==> src/rtl/line_window_ctrl.sv <==
// Line-buffer sequencer for the census stereo datapath: tracks frame/line/pixel
// position, drives line-RAM addressing and slot selection, and flags window validity.
module line_window_ctrl #(
    parameter int PX_CNT_DEPTH       = 9,
    parameter int LINE_CNT_DEPTH     = 9,
    parameter int PIXELS_PER_LINE    = 499,
    parameter int LINES_PER_FRAME    = 499,
    parameter int HAMMING_BLOCK_SIZE = 12,
    parameter int SLOT_DEPTH         = 3,
    parameter int PIPE_LAT           = 3
) (
    input  logic                          pxclk,
    input  logic                          reset,
    input  logic                          iHref,
    input  logic                          iVsync,
    output logic [PX_CNT_DEPTH:0]         oPxAddr,
    output logic                          oWe,
    output logic [HAMMING_BLOCK_SIZE:0]   oLineSel,
    output logic [SLOT_DEPTH:0]           oRot,
    output logic [LINE_CNT_DEPTH:0]       oLineCnt,
    output logic                          oWinValid,
    output logic                          oDispValid,
    output logic                          oFrameStart,
    output logic                          oFrameDone,
    output logic                          oOverrun
);

    localparam int PXW   = PX_CNT_DEPTH + 1;
    localparam int LNW   = LINE_CNT_DEPTH + 1;
    localparam int SLW   = SLOT_DEPTH + 1;
    localparam int NSLOT = HAMMING_BLOCK_SIZE + 1;

    localparam logic [PX_CNT_DEPTH:0]       PX_ZERO   = {PXW{1'b0}};
    localparam logic [PX_CNT_DEPTH:0]       PX_ONE    = {{(PXW-1){1'b0}}, 1'b1};
    localparam logic [PX_CNT_DEPTH:0]       PX_LAST   = PXW'(PIXELS_PER_LINE);
    localparam logic [PX_CNT_DEPTH:0]       PX_HB     = PXW'(HAMMING_BLOCK_SIZE);
    localparam logic [LINE_CNT_DEPTH:0]     LINE_ZERO = {LNW{1'b0}};
    localparam logic [LINE_CNT_DEPTH:0]     LINE_ONE  = {{(LNW-1){1'b0}}, 1'b1};
    localparam logic [LINE_CNT_DEPTH:0]     LINE_LAST = LNW'(LINES_PER_FRAME);
    localparam logic [LINE_CNT_DEPTH:0]     LINE_HB   = LNW'(HAMMING_BLOCK_SIZE);
    localparam logic [SLOT_DEPTH:0]         SLOT_ZERO = {SLW{1'b0}};
    localparam logic [SLOT_DEPTH:0]         SLOT_ONE  = {{(SLW-1){1'b0}}, 1'b1};
    localparam logic [SLOT_DEPTH:0]         SLOT_LAST = SLW'(HAMMING_BLOCK_SIZE);
    localparam logic [HAMMING_BLOCK_SIZE:0] SEL_ZERO  = {NSLOT{1'b0}};

    typedef enum logic [1:0] {
        IDLE   = 2'd0,
        HBLANK = 2'd1,
        LINE   = 2'd2,
        DONE   = 2'd3
    } state_t;

    // Wrap counter for the rotating slot index; avoids a modulo.
    function automatic logic [SLOT_DEPTH:0] slot_inc(input logic [SLOT_DEPTH:0] s);
        logic [SLOT_DEPTH:0] r;
        if (s == SLOT_LAST) begin
            r = SLOT_ZERO;
        end else begin
            r = s + SLOT_ONE;
        end
        return r;
    endfunction

    function automatic logic [HAMMING_BLOCK_SIZE:0] one_hot(input logic [SLOT_DEPTH:0] s);
        logic [HAMMING_BLOCK_SIZE:0] v;
        v    = SEL_ZERO;
        v[s] = 1'b1;
        return v;
    endfunction

    state_t                        state_r, state_s;
    logic                          href_q_r, vsync_q_r;
    logic [PX_CNT_DEPTH:0]         px_cnt_r, px_cnt_s;
    logic [LINE_CNT_DEPTH:0]       line_cnt_r, line_cnt_s;
    logic [SLOT_DEPTH:0]           slot_r, slot_s;
    logic                          we_r, we_s;
    logic                          overrun_r, overrun_s;
    logic                          frame_start_r, frame_start_s;
    logic                          frame_done_r, frame_done_s;
    logic [HAMMING_BLOCK_SIZE:0]   line_sel_r, line_sel_s;
    logic [SLOT_DEPTH:0]           rot_r, rot_s;
    logic                          win_valid_r, win_valid_s;
    logic [PIPE_LAT-1:0]           disp_sr_r;
    logic                          href_rise_s, vsync_rise_s;

    assign href_rise_s  = iHref & ~href_q_r;
    assign vsync_rise_s = iVsync & ~vsync_q_r;

    // Next-state and next-output logic; a vsync rise overrides everything else.
    always_comb begin
        state_s       = state_r;
        px_cnt_s      = px_cnt_r;
        line_cnt_s    = line_cnt_r;
        slot_s        = slot_r;
        we_s          = 1'b0;
        overrun_s     = overrun_r;
        frame_start_s = 1'b0;
        frame_done_s  = 1'b0;
        if (vsync_rise_s) begin
            state_s       = HBLANK;
            px_cnt_s      = PX_ZERO;
            line_cnt_s    = LINE_ZERO;
            slot_s        = SLOT_ZERO;
            overrun_s     = 1'b0;
            frame_start_s = 1'b1;
        end else begin
            case (state_r)
                IDLE: begin
                    state_s = IDLE;
                end
                HBLANK: begin
                    if (href_rise_s) begin
                        state_s  = LINE;
                        px_cnt_s = PX_ZERO;
                        we_s     = 1'b1;
                    end else begin
                        state_s = HBLANK;
                    end
                end
                LINE: begin
                    if (iHref) begin
                        // Too many pixels: freeze the address and stop writing.
                        if (px_cnt_r == PX_LAST) begin
                            overrun_s = 1'b1;
                            we_s      = 1'b0;
                        end else begin
                            px_cnt_s = px_cnt_r + PX_ONE;
                            we_s     = 1'b1;
                        end
                    end else begin
                        line_cnt_s = line_cnt_r + LINE_ONE;
                        slot_s     = slot_inc(slot_r);
                        if (line_cnt_r == LINE_LAST) begin
                            state_s      = DONE;
                            frame_done_s = 1'b1;
                        end else begin
                            state_s = HBLANK;
                        end
                    end
                end
                DONE: begin
                    state_s = DONE;
                end
                default: begin
                    state_s = IDLE;
                end
            endcase
        end
    end

    // Derived outputs computed from next-state values so they register in step.
    always_comb begin
        line_sel_s  = SEL_ZERO;
        if ((state_s == LINE) || (state_s == HBLANK)) begin
            line_sel_s = one_hot(slot_s);
        end else begin
            line_sel_s = SEL_ZERO;
        end
        rot_s       = slot_inc(slot_s);
        win_valid_s = we_s & (line_cnt_s >= LINE_HB) & (px_cnt_s >= PX_HB);
    end

    // State and output registers.
    always_ff @(posedge pxclk or negedge reset) begin
        if (!reset) begin
            state_r       <= IDLE;
            href_q_r      <= 1'b0;
            vsync_q_r     <= 1'b0;
            px_cnt_r      <= PX_ZERO;
            line_cnt_r    <= LINE_ZERO;
            slot_r        <= SLOT_ZERO;
            we_r          <= 1'b0;
            overrun_r     <= 1'b0;
            frame_start_r <= 1'b0;
            frame_done_r  <= 1'b0;
            line_sel_r    <= SEL_ZERO;
            rot_r         <= SLOT_ZERO;
            win_valid_r   <= 1'b0;
        end else begin
            state_r       <= state_s;
            href_q_r      <= iHref;
            vsync_q_r     <= iVsync;
            px_cnt_r      <= px_cnt_s;
            line_cnt_r    <= line_cnt_s;
            slot_r        <= slot_s;
            we_r          <= we_s;
            overrun_r     <= overrun_s;
            frame_start_r <= frame_start_s;
            frame_done_r  <= frame_done_s;
            line_sel_r    <= line_sel_s;
            rot_r         <= rot_s;
            win_valid_r   <= win_valid_s;
        end
    end

    // Disparity-valid delay line; drains freely across frame restarts.
    always_ff @(posedge pxclk or negedge reset) begin
        if (!reset) begin
            disp_sr_r <= {PIPE_LAT{1'b0}};
        end else begin
            disp_sr_r[0] <= win_valid_r;
            for (int i = 1; i < PIPE_LAT; i++) begin
                disp_sr_r[i] <= disp_sr_r[i-1];
            end
        end
    end

    assign oPxAddr     = px_cnt_r;
    assign oWe         = we_r;
    assign oLineSel    = line_sel_r;
    assign oRot        = rot_r;
    assign oLineCnt    = line_cnt_r;
    assign oWinValid   = win_valid_r;
    assign oDispValid  = disp_sr_r[PIPE_LAT-1];
    assign oFrameStart = frame_start_r;
    assign oFrameDone  = frame_done_r;
    assign oOverrun    = overrun_r;

endmodule

==> config.mk <==
export PLATFORM = sky130hd
export DESIGN_NAME = line_window_ctrl
export DESIGN_NICKNAME = d
export VERILOG_FILES = /design/src/rtl/line_window_ctrl.sv
export SDC_FILE = /design/constraint.sdc
export NUM_CORES = 1
export LEC_CHECK = 0
export BUFFER_PORTS_ARGS = -buffer_cell sky130_fd_sc_hd__buf_2
export CORE_UTILIZATION = 40
export CTS_CLUSTER_DIAMETER = 30
export DETAILED_ROUTE_END_ITERATION = 12
export PLACE_DENSITY = 0.7
export SLEW_MARGIN = 0
export SYNTH_ARGS = -nofsm -noshare
export SYNTH_HDL_FRONTEND = slang
export SYNTH_SLANG_ARGS = --single-unit
export TNS_END_PERCENT = 30
==> constraint.sdc <==
create_clock -name pxclk -period 2.96 [get_ports pxclk]
set_input_delay 0.592 -clock pxclk [delete_from_list [all_inputs] [get_ports pxclk]]
set_output_delay 0.592 -clock pxclk [all_outputs]
set_load 0.01 [all_outputs]
After elaboration in Yosys (flattened, before gate mapping)
Cells that the tools add are included.
- $add $sub $neg: 4
- order comparisons: 4
- equal/unequal tests: 9
- muxes and demuxes: 35
- bitwise logic cells: 6
- reduce and logical (&&, ||, !) cells: 7
- operators with widths (cell ; number):
    10-bit two-way mux ; 7
    10-bit by 1-bit adder with 10-bit output (second input constant) ; 2
    10-bit by 9-bit == test with 1-bit output (second input constant) ; 2
    10-bit by 4-bit >= comparator with 1-bit output (second input constant) ; 2
    4-bit two-way mux ; 5
    10-bit case mux with 2 select lines ; 1
    1-bit two-way mux ; 14
    13-bit two-way mux ; 1
    4-bit by 1-bit adder with 4-bit output (second input constant) ; 2
    4-bit == test (second input constant) ; 2
    2-bit two-way mux ; 4
    2-bit case mux with 4 select lines ; 1
    2-bit == test (second input constant) ; 3
    2-bit nonzero test ; 3
    4-bit by 5-bit less-than comparator with 1-bit output (second input constant) ; 1
    1-bit AND ; 4
    1-bit demux with 4-bit select ; 1
    2-bit by 1-bit == test with 1-bit output (second input constant) ; 2
    4-bit by 1-bit >= comparator with 1-bit output (second input constant) ; 1
    3-bit AND reduction ; 1
    2-bit zero test ; 1
    1-bit inverter ; 2
    1-bit case mux with 2 select lines ; 1
    1-bit logical AND ; 1
    1-bit logical OR ; 1
- bits in registers: 53
- output and inout port bits: 43
- logic and storage cells: 79

Longest topological paths before layout
Gate-level depths: netlist of run 1.
- depth after elaboration: 10
- gate-level depth with buffers: 10

Worst setup path before layout of run 1
OpenSTA, ideal clock, no wires.
- path kind: input to register
- start: in iHref
- end: reg line_sel_r[12], in the netlist oLineSel[12]
- library setup time: 0.119 ns
- arrival: 2.107 ns
- data required time: 2.841 ns
- path slack: 0.734 ns
- cell stages on the path: 8
- buffers on the path: 1
- path through: buf_2 nor2b_1 nand3_1 a21oi_1 inv_1 ha_1 and3b_1 and2_1
- cells in the longest elaborated chain, start to end: 8
- elaborated cells on any way between the ends: 17
- ends and longest elaborated chain (what ; RTL line ; text):
    from (decl) ; 14 ; input logic iHref,
    4-bit two-way mux (*) ; 121 ; if (iHref) begin
    4-bit two-way mux (*) ; 107 ; case (state_r)
    4-bit two-way mux (*) ; 99 ; if (vsync_rise_s) begin
    via slot_s[0] ; 75 ; logic [SLOT_DEPTH:0] slot_r, slot_s;
    4-bit by 5-bit less-than comparator with 1-bit output (not written as such) / 4-bit by 1-bit >= comparator with 1-bit output (equally long branches) ; 67 ; v[s] = 1'b1;
    1-bit logical AND (not written as such) ; 67 ;
    1-bit two-way mux (not written as such) ; 67 ;
    1-bit demux with 4-bit select (*) ; 67 ;
    13-bit two-way mux (*) ; 154 ; if ((state_s == LINE) || (state_s == HBLANK)) begin
    via line_sel_s[12] ; 80 ; logic [HAMMING_BLOCK_SIZE:0] line_sel_r, line_sel_s;
    to (signal assigned) ; 190 ; line_sel_r <= line_sel_s;
    to (decl) ; 80 ;
Mark *: on every way through the listed nets, which the timed path passes. The rest lies on a longest branch.
A chain may end at the register's enable or synchronous reset.

Final worst setup path of run 1
- start: reg state_r[0]
- end: reg line_sel_r[4], in the netlist oLineSel[4]
- cells in the longest elaborated chain, start to end: 8
- elaborated cells on any way between the ends: 18
- ends and longest elaborated chain (what ; RTL line ; text):
    from (decl) ; 71 ; state_t state_r, state_s;
    from (signal assigned) ; 180 ; state_r <= state_s;
    2-bit == test ; 107 ;
    4-bit two-way mux ; 107 ;
    4-bit two-way mux ; 99 ;
    4-bit by 5-bit less-than comparator with 1-bit output (not written as such) / 4-bit by 1-bit >= comparator with 1-bit output (equally long branches) ; 67 ;
    1-bit logical AND (not written as such) ; 67 ;
    1-bit two-way mux (not written as such) ; 67 ;
    1-bit demux with 4-bit select ; 67 ;
    13-bit two-way mux (*) ; 154 ;
    via line_sel_s[4] ; 80 ;
Marked as above.

==> flow_metrics.py, run 1 <==
metrics = {
    "setup_path": {
        "startpoint_type": "flop",
        "path_cells": "inv_1 -> ha_1 -> nand3b_1 -> nor4_2 -> nor4_1 -> o21bai_1 -> nand2_1 -> and4_1",
        "worstSetupPathType": "reg -> reg",
        "slowest_stage": "nor4_2",
        "critPathBufInv": 1,
        "endpoint_kind": "flop",
        "crit_required_ns": 3.16,
        "crit_arrival_ns": 2.53,
        "cp_max_fo": 9,
        "slowest_delay_ns": 0.46,
        "reg2reg_depth": 8,
        "cp.depth": 8,
        "path_delay_family": "simple AND/OR/NAND/NOR gates",
    },
    "pwr": {
        "power_density_mw_per_mm2": 402,
        "power_frac_clock": 0.324,
        "vdd_drop_max_mv": 0.228,
        "cellLeakagePower_nw": 1.52,
        "pwr-share-seq": 0.595,
        "p_sw_frac": 0.246,
        "combPwrFrac": 0.080,
        "switching_power_uw": 305,
        "intPower_uw": 934,
        "power_mw": 1.24,
    },
    "timing": {
        "drv_slew": 0,
        "rsz0062_at_grt": "false",
        "finalCritPeriodShare": 0.786,
        "tightest_slew_ns": 0.563,
        "slew_headroom": 0.624,
        "hold_viol": 0,
        "worst_slack_ns": 0.632,
        "setup_viol": 0,
        "fin_crit_ns": 2.33,
        "fmax_mhz": 430,
        "tns_ns": 0,
        "skew_ns": 0.00578,
        "hold_ws_ns": 0.241,
    },
    "placed_design": {
        "place_congestion": 0.913,
        "port_buffers": 46,
        "dp_cells": 384,
        "place_hpwl_mm": 4.15,
        "preCtsSetupSlack_ns": 0.603,
        "placed_area_mm2": 0.00300,
    },
    "logic_synthesis": {
        "synth_compound_area_frac": 0.125,
        "synth_adder_area_share": 0.0564,
        "syn-cell-area_mm2": 0.00266,
        "synth_xor_area_frac": 0.0362,
        "synthTopCellsByArea": "dfrtp_1 50%, ha_1 5.6%, nand2_1 3.8%",
        "synth_mux_area_frac": 0.0117,
        "ys.flop_type": "dfrtp_1",
        "synth_top_family_by_area": "simple AND/OR/NAND/NOR gates",
        "yosys.area.top_type": "dfrtp_1",
        "syn-num-nets": 278,
        "synth_enable_flop_cells": 0,
        "syn_inst": 262,
        "ys_types": 53,
        "synth-async-reset-ratio": 1.00,
        "yosys_warnings": 0,
        "yosys.area_share.simple": 0.239,
        "ys_seq_area_frac": 0.498,
        "synth_top_area_share": 0.498,
        "syn_avg_cell_area_um2": 10.2,
        "ys_seq_elements": 53,
    },
    "floorplanning": {
        "io-pin-count": 47,
        "num_rows": 29,
        "initial_core_util": 0.417,
        "core_mm2": 0.00639,
        "die_x_um": 83.6,
        "dieHeight_um": 83.6,
        "dieArea_mm2": 0.00699,
    },
    "drt": {
        "ant_nets": 0,
        "first_pass_iters": 4,
        "via_per_inst": 5.47,
        "drt_iter0_drc": 171,
        "drt-total-wl_mm": 5.70,
        "avgRoutedWirePerCell_um": 14.5,
        "drc": 0,
        "route.vias.total": 2143,
    },
    "final_layout": {
        "layout_commonest_cell": "dfrtp_1",
        "diodes": 0,
        "syn2layout_area_growth_pct": 15.7,
        "nNetsFinal": 330,
        "final-instance-count-excl-fill": 392,
        "final_cell_mix": "53 x dfrtp_1, 46 x buf_2, 27 x nand2_1",
        "drive_gt1_frac": 0.216,
        "fin_util": 0.483,
        "design_area_mm2": 0.00308,
    },
    "cts": {
        "clockRootBuffer": "clkbuf_8",
        "clk_path_buf_depth": 2,
        "cts_sinks": 53,
        "ctsResizeCount": 0,
        "hold_buffers": 0,
        "cts.clk_slew.worst_paths_ns": 0.09,
        "post-cts-setup-buffers": 0,
        "cts_made_buffers": 5,
        "clk_latency_ns": 0.31,
        "cts-htree-levels": 2,
        "cts_tree": "yes",
    },
    "global_routing": {
        "grt.total_usage": 0.170,
        "overflow": 0,
        "grt_pass1_wl_mm": 9.45,
        "grt_max_degree": 33,
        "antenna_found_initial": 0,
        "grt_pass1_vias": 2005,
    },
    "status": {
        "outcome": "completed",
    },
    "flow_run": {
        "maxCapViolations": 0,
    },
    "min_path": {
        "holdCritPathClass": "in -> async",
    },
}
==> worst reg2reg max path, stage by stage, from the launching register on <==
cell,delay (ns)
dfrtp_1,0.42
inv_1,0.09
ha_1,0.25
nand3b_1,0.30
nor4_2,0.46
nor4_1,0.08
o21bai_1,0.24
nand2_1,0.15
and4_1,0.23
==> sequential cells by signal, summed over array words and instances (netlist names) <==
signal	cells
oPxAddr	10
oRot	4
oLineSel	13
href_q_r	1
oFrameStart	1
oFrameDone	1
slot_r	4
vsync_q_r	1
state_r	2
oOverrun	1
oWe	1
oWinValid	1
oLineCnt	10
disp_sr_r	3
==> cell families after synthesis <==
| family | count (synthesis) |
|---|---|
| AO/OA/AOI/OAI | 49 |
| XOR/XNOR | 11 |
| adder cells (fa/ha/maj) | 12 |
| buffers and inverters | 19 |
| flip-flops | 53 |
| multiplexers | 3 |
| AND/OR/NAND/NOR | 115 |
==> synthesized netlist by cell type (all sizes together), types with 2 or more instances <==
cell type,number
nor4,3
or4,2
a21oi,11
nand4,4
a31oi,5
nor2,21
nor2b,6
nand3b,2
nand4b,2
xnor2,4
nand2,27
dfrtp,53
a41oi,2
and2,13
buf,7
nand2b,3
o21ai,11
xor2,7
or4b,2
a211oi,2
or3,5
clkbuf,2
o31ai,2
mux2i,2
and4,6
ha,12
inv,10
nand3,9
nor3,7
o21a,3
a22oi,3
==> path summary, 6_finish.rpt <==
| kind | start | to | slack (ns) |
|---|---|---|---|
| worst max-delay path | state_r[0]$_DFF_PN0_ | oLineSel[4]$_DFF_PN0_ | 0.63 |
| worst min-delay path | reset | oPxAddr[9]$_DFF_PN0_ | 0.24 |
| worst max register to register | state_r[0]$_DFF_PN0_ | oLineSel[4]$_DFF_PN0_ | 0.63 |
| worst min register to register | disp_sr_r[1]$_DFF_PN0_ | disp_sr_r[2]$_DFF_PN0_ | 0.36 |
| max in group asynchronous | reset | oLineSel[1]$_DFF_PN0_ | 1.92 |
| min in group pxclk | disp_sr_r[1]$_DFF_PN0_ | disp_sr_r[2]$_DFF_PN0_ | 0.36 |
==> routing by layer <==
metal  global-route usage  share of wire  up-vias
met5                    0              0        -
met4               0.0663          0.019        0
met3               0.0307          0.038        8
met2                0.267           0.49       52
met1                0.233           0.46     1056
li1                     -              -     1027
==> cell type report <==
class,instances,area [µm²]
repair buffers,54,290
clock inverters,1,7.51
fillers,587,3300
inverters,10,37.5
clock buffers,7,76.3
multi-input cells,190,1250
flip-flops and latches,53,1330
well taps,77,96.3
==> power by group through the flow <==
| stage | combinational (mW) | clock, mW | sequential (mW) |
|---|---|---|---|
| 2_1_floorplan | 0.0572 | 0 | 0.754 |
| 3_3_place_gp | 0.0994 | 0 | 0.752 |
| 3_5_place_dp | 0.101 | 0 | 0.751 |
| 4_1_cts | 0.101 | 0.409 | 0.737 |
| 5_1_grt | 0.114 | 0.436 | 0.738 |
| 6_report | 0.0997 | 0.402 | 0.737 |
No activity file was read; power rests on OpenSTA's default activity.
==> inputs of run 2 (changes only) <==
--- a/config.mk
+++ b/config.mk
@@ -5,11 +5,12 @@
 export SDC_FILE = /design/constraint.sdc
 export NUM_CORES = 1
 export LEC_CHECK = 0
+export ABC_AREA = 1
 export BUFFER_PORTS_ARGS = -buffer_cell sky130_fd_sc_hd__buf_2
 export CORE_UTILIZATION = 40
 export CTS_CLUSTER_DIAMETER = 30
 export DETAILED_ROUTE_END_ITERATION = 12
-export PLACE_DENSITY = 0.7
+export PLACE_DENSITY = 0.72
 export SLEW_MARGIN = 0
 export SYNTH_ARGS = -nofsm -noshare
 export SYNTH_HDL_FRONTEND = slang
==> constraint.sdc (replaced) <==
create_clock -name pxclk -period 2.05 [get_ports pxclk]
set_input_delay 0.41 -clock pxclk [delete_from_list [all_inputs] [get_ports pxclk]]
set_output_delay 0.41 -clock pxclk [all_outputs]
set_load 0.01 [all_outputs]
==> run 2 against run 1 <==
Against the previous run:
- clock skew rose by 0.0067 ns
- power up 72%
- synthesized cell count rose by 39%
- non-clock buffer count decreased by 2
- cell count rose by 31%
- largest cell class unchanged
==> flow_metrics.py, run 2 <==
metrics = {
    "min_path": {
        "holdCritPathClass": "in -> async",
    },
    "logic_synthesis": {
        "ys_types": 32,
        "ys_seq_elements": 53,
        "yosys_warnings": 0,
        "yosys.area.top_type": "dfrtp_1",
        "ys.flop_type": "dfrtp_1",
        "syn-cell-area_mm2": 0.00283,
        "syn-num-nets": 380,
        "ys_seq_area_frac": 0.469,
        "synth-async-reset-ratio": 1.00,
        "synthTopCellsByArea": "dfrtp_1 47%, nand2_1 13%, inv_1 7.4%",
        "synthTopCellsByCount": "97 x nand2_1, 56 x inv_1, 53 x dfrtp_1",
        "yosysMostFrequentCell": "nand2_1",
        "syn_inst": 364,
        "synth_top_area_share": 0.469,
        "syn_avg_cell_area_um2": 7.76,
        "synth_enable_flop_cells": 0,
    },
    "cts": {
        "cts_made_buffers": 5,
        "cts_sinks": 53,
        "cts-htree-levels": 2,
        "clk_path_buf_depth": 2,
        "cts.clk_slew.worst_paths_ns": 0.10,
        "clk_latency_ns": 0.32,
        "hold_buffers": 0,
        "cts_tree": "yes",
        "clockRootBuffer": "clkbuf_8",
    },
    "global_routing": {
        "grt_max_degree": 54,
        "grt_pass1_vias": 2263,
        "grt_pass1_wl_mm": 10.3,
        "antenna_found_initial": 0,
        "grt.total_usage": 0.178,
        "overflow": 0,
    },
    "setup_path": {
        "endpoint_kind": "flop",
        "crit_arrival_ns": 2.13,
        "r2r-end": "oLineSel[2]$_DFF_PN0_",
        "cp_max_fo": 10,
        "crit_required_ns": 2.29,
        "reg2reg_depth": 10,
        "reg2reg_from": "state_r[0]$_DFF_PN0_",
        "worstSetupPathType": "reg -> reg",
        "r2r_slack_ns": 0.16,
        "startpoint_type": "flop",
    },
    "pwr": {
        "power_density_mw_per_mm2": 641,
        "vdd_drop_max_mv": 0.262,
        "cellLeakagePower_nw": 1.92,
    },
    "floorplanning": {
        "dieHeight_um": 86.0,
        "io-pin-count": 47,
        "die_x_um": 86.0,
        "num_rows": 30,
        "initial_core_util": 0.416,
        "core_mm2": 0.00679,
        "dieArea_mm2": 0.00740,
    },
    "final_layout": {
        "diodes": 0,
        "fillers": 670,
        "drive_gt1_frac": 0.200,
        "final_cell_mix": "97 x nand2_1, 55 x inv_1, 53 x dfrtp_1",
        "nNetsFinal": 431,
        "largest_reg_flops": 13,
        "layout_commonest_cell": "nand2_1",
        "syn2layout_area_growth_pct": 17.4,
        "design_area_mm2": 0.00332,
    },
    "placed_design": {
        "placed_area_mm2": 0.00318,
        "place_hpwl_mm": 4.51,
        "place_congestion": 0.858,
        "port_buffers": 46,
    },
    "drt": {
        "drt-total-wl_mm": 6.20,
        "avgRoutedWirePerCell_um": 12.1,
        "first_pass_iters": 4,
        "via_per_inst": 4.68,
        "drc": 0,
        "ant_nets": 0,
        "route.vias.total": 2397,
        "drt_iter0_drc": 115,
    },
    "timing": {
        "tns_ns": 0,
        "rsz0062_at_grt": "false",
        "fin_crit_ns": 1.89,
        "finalCritPeriodShare": 0.922,
        "hold_ws_ns": 0.193,
        "fmax_mhz": 529,
        "setup_viol": 0,
        "hold_viol": 0,
        "slew_headroom": 0.562,
        "skew_ns": 0.0124,
        "drv_slew": 0,
        "tightest_slew_ns": 0.657,
    },
    "flow_run": {
        "maxCapViolations": 0,
    },
    "status": {
        "outcome": "completed",
    },
}
==> run 2: critical path: stages, from the launching register on <==
cell and delay, ns:
dfrtp_1 0.42, inv_2 0.09, ha_2 0.21, buf_4 0.19, inv_2 0.05, a21oi_1 0.14, nor3_2 0.08, o21ai_2 0.19
xnor2_2 0.17, nand2_1 0.15, nor2_1 0.12
==> run 2: worst max-delay path by stage <==
stage | end | start | slack [ns]
2_1_floorplan | oOverrun$_DFFE_PN0P_ | oPxAddr[0]$_DFF_PN0_ | 0.31
3_3_place_gp | oRot[0]$_DFF_PN0_ | state_r[0]$_DFF_PN0_ | 0.17
3_5_place_dp | oLineSel[0]$_DFF_PN0_ | state_r[0]$_DFF_PN0_ | 0.09
4_1_cts | oLineSel[2]$_DFF_PN0_ | state_r[0]$_DFF_PN0_ | 0.04
5_1_grt | oWinValid$_DFF_PN0_ | state_r[0]$_DFF_PN0_ | 0.006
6_report | oLineSel[2]$_DFF_PN0_ | state_r[0]$_DFF_PN0_ | 0.16
==> run 2: timing repair <==
item                                    in CTS  in global routing
resized for setup                            0                  7
buffers inserted                             0                  1
endpoints found under the setup margin       0                 19
==> run 2: through the flow <==
step	std cells	utilization	setup slack (ns)	total power [mW]
3_5_place_dp	503	0.468	0.0929	1.43
6_report	512	0.488	0.160	2.13
4_1_cts	511	0.484	0.0412	2.15
3_3_place_gp	503	0.468	0.175	1.43
5_1_grt	512	0.488	0.00617	2.24
2_1_floorplan	364	-	0.308	1.33
==> run 2: per-layer routing <==
| metal | global-route usage | vias up | wire (µm) |
|---|---|---|---|
| met4 | 0.0697 | 0 | 123 |
| met1 | 0.234 | 1129 | 2870 |
| met5 | 0 | - | 0 |
| met2 | 0.293 | 42 | 3030 |
| met3 | 0.0298 | 9 | 179 |
| li1 | - | 1217 | - |
==> run 2: cell families after synthesis <==
family          count (synthesis)  synth area share
compound gates                 29            0.0554
xor+xnor                        8            0.0301
fa+ha+maj                      12            0.0531
buf+inv                        70            0.0957
flops                          53             0.469
mux                             1           0.00399
simple gates                  191             0.292
==> run 2: area by class of cell <==
cell class / count / area, µm² / area share
inverters: 62 / 238 / 0.0717
repair buffers: 52 / 275 / 0.0830
clock buffers: 6 / 72.6 / 0.0219
multi-input cells: 241 / 1250 / 0.376
clock inverters: 2 / 38.8 / 0.0117
flip-flops and latches: 53 / 1330 / 0.400
well taps: 96 / 120 / 0.0362
==> run 2: where the power goes <==
group          internal [mW]  switching (mW)  leakage (nW)
registers               1.08          0.0471         0.718
logic                  0.100           0.187          1.15
clock network          0.367           0.346        0.0554
total                   1.55           0.580          1.92
==> inputs of run 3 (changes only) <==
--- a/config.mk
+++ b/config.mk
@@ -10,8 +10,8 @@
 export CORE_UTILIZATION = 40
 export CTS_CLUSTER_DIAMETER = 30
 export DETAILED_ROUTE_END_ITERATION = 12
-export PLACE_DENSITY = 0.72
-export SLEW_MARGIN = 0
+export PLACE_DENSITY_LB_ADDON = 0.12
+export SLEW_MARGIN = 20
 export SYNTH_ARGS = -nofsm -noshare
 export SYNTH_HDL_FRONTEND = slang
 export SYNTH_SLANG_ARGS = --single-unit
==> constraint.sdc (replaced) <==
create_clock -name pxclk -period 2.05 [get_ports pxclk]
set_input_delay 0.41 -clock pxclk [delete_from_list [all_inputs] [get_ports pxclk]]
set_output_delay 0.41 -clock pxclk [all_outputs]
set_load 0.005 [all_outputs]
==> run 3 against run 2 <==
Against the previous run:
- flip-flop and latch count unchanged
- cell count increased by 0.20%
- largest cell class unchanged
- via count decreased by 0.67%
- design area increased by 0.64%
- worst hold slack got worse by 0.12 ns
- combinational power about the same
==> flow_metrics.py, run 3 (same netlist as run 2, synthesis figures left out) <==
metrics = {
    "status": {
        "outcome": "completed",
    },
    "final_layout": {
        "diodes": 0,
        "nNetsFinal": 433,
        "largest_reg_flops": 13,
        "final_cell_mix": "93 x nand2_1, 55 x inv_1, 53 x dfrtp_1",
        "fillers": 688,
        "drive_gt1_frac": 0.213,
        "layout_commonest_cell": "nand2_1",
        "design_area_mm2": 0.00334,
        "syn2layout_area_growth_pct": 18.2,
    },
    "global_routing": {
        "grt_max_degree": 33,
        "antenna_found_initial": 0,
        "grt_pass1_wl_mm": 10.4,
        "grt_pass1_vias": 2306,
        "grt.total_usage": 0.180,
        "overflow": 0,
    },
    "min_path": {
        "holdCritPathClass": "in -> async",
    },
    "pwr": {
        "switching_power_uw": 546,
        "combPwrFrac": 0.144,
        "pwr-share-seq": 0.562,
        "cellLeakagePower_nw": 1.93,
        "power_density_mw_per_mm2": 599,
        "vdd_drop_max_mv": 0.286,
        "power_frac_clock": 0.294,
        "intPower_mw": 1.45,
        "p_sw_frac": 0.273,
    },
    "drt": {
        "route.vias.total": 2381,
        "drt-total-wl_mm": 6.04,
        "via_per_inst": 4.64,
        "ant_nets": 0,
        "first_pass_iters": 4,
        "drc": 0,
        "drt_iter0_drc": 101,
        "avgRoutedWirePerCell_um": 11.8,
    },
    "cts": {
        "cts_made_buffers": 5,
        "clk_path_buf_depth": 2,
        "cts-htree-levels": 2,
        "cts_sinks": 53,
        "clk_latency_ns": 0.30,
        "hold_buffers": 0,
        "clockRootBuffer": "clkbuf_8",
        "cts_tree": "yes",
        "cts.clk_slew.worst_paths_ns": 0.09,
    },
    "placed_design": {
        "place_congestion": 0.783,
        "port_buffers": 46,
        "place_hpwl_mm": 4.53,
        "placed_area_mm2": 0.00321,
    },
    "setup_path": {
        "cp_max_fo": 8,
        "endpoint_kind": "flop",
        "crit_required_ns": 2.29,
        "r2r-end": "oRot[2]$_DFF_PN0_",
        "reg2reg_from": "state_r[0]$_DFF_PN0_",
        "worstSetupPathType": "reg -> reg",
        "crit_arrival_ns": 2.12,
        "r2r_slack_ns": 0.17,
        "startpoint_type": "flop",
        "reg2reg_depth": 12,
    },
    "timing": {
        "drv_slew": 0,
        "slew_headroom": 0.657,
        "fin_crit_ns": 1.88,
        "setup_viol": 0,
        "rsz0062_at_grt": "true",
        "tightest_slew_ns": 0.515,
        "hold_viol": 0,
        "finalCritPeriodShare": 0.918,
        "hold_ws_ns": 0.0719,
        "fmax_mhz": 532,
        "skew_ns": 0.00630,
    },
    "floorplanning": {
        "num_rows": 30,
        "io-pin-count": 47,
        "dieArea_mm2": 0.00740,
        "initial_core_util": 0.416,
        "core_mm2": 0.00679,
        "die_x_um": 86.0,
        "dieHeight_um": 86.0,
    },
    "flow_run": {
        "maxCapViolations": 0,
    },
}
==> run 3: through the flow <==
stage / TNS (ns) / power [mW] / util / setup WS, ns / instances
4_1_cts: 0 / 2.02 / 0.485 / 0.106 / 512
5_1_grt: -0.0548 / 2.11 / 0.491 / -0.0187 / 513
2_1_floorplan: 0 / 1.31 / - / 0.348 / 364
3_3_place_gp: 0 / 1.43 / 0.472 / 0.123 / 505
3_5_place_dp: 0 / 1.43 / 0.472 / 0.119 / 505
6_report: 0 / 2.00 / 0.491 / 0.169 / 513
==> run 3: worst max path at each step <==
stage                         start               endpoint  slack, ns  cells past startpoint
3_5_place_dp   state_r[0]$_DFF_PN0_  oLineSel[0]$_DFF_PN0_       0.12                     10
2_1_floorplan  oPxAddr[0]$_DFF_PN0_   oOverrun$_DFFE_PN0P_       0.35                      7
5_1_grt        state_r[0]$_DFF_PN0_      oRot[0]$_DFF_PN0_      -0.02                     12
6_report       state_r[0]$_DFF_PN0_      oRot[2]$_DFF_PN0_       0.17                     12
4_1_cts        state_r[0]$_DFF_PN0_  oLineSel[0]$_DFF_PN0_       0.11                     10
3_3_place_gp                  iHref    oWinValid$_DFF_PN0_       0.12                     13
==> run 3: timing repair <==
item                                    CTS  global route
endpoints found under the setup margin    0            18
buffers inserted                          0             1
resized for setup                         0            11
==> run 3: routing by layer <==
layer / wire [µm] / global-route usage / vias up
li1: - / - / 1225
met1: 2810 / 0.235 / 1119
met2: 3040 / 0.311 / 33
met3: 146 / 0.0298 / 4
met4: 38 / 0.0409 / 0
met5: 0 / 0 / -
==> run 3: cell type report <==
type,instances,area [µm²],area share
clock inverters,1,7.51,0.00225
flip-flops and latches,53,1330,0.397
well taps,96,120,0.0360
repair buffers,54,307,0.0918
clock buffers,6,82.6,0.0247
multi-input cells,241,1260,0.377
inverters,62,235,0.0705
==> run 3: power by group through the flow <==
| stage | sequential (mW) | clock, mW | combinational, mW |
|---|---|---|---|
| after floorplan | 1.13 | 0 | 0.181 |
| after global placement | 1.14 | 0 | 0.282 |
| after detailed placement | 1.14 | 0 | 0.284 |
| after CTS | 1.12 | 0.607 | 0.286 |
| after global routing | 1.13 | 0.649 | 0.334 |
| final | 1.12 | 0.588 | 0.288 |
==> run 3: worst max-delay path: stages (launching register included) <==
cell	delay (ns)
dfrtp_1	0.41
inv_1	0.11
ha_2	0.23
nand2_4	0.09
inv_2	0.12
nor2_1	0.07
nor3_2	0.16
buf_4	0.16
inv_1	0.05
ha_1	0.20
inv_1	0.09
nor2_2	0.06
nor2_1	0.08
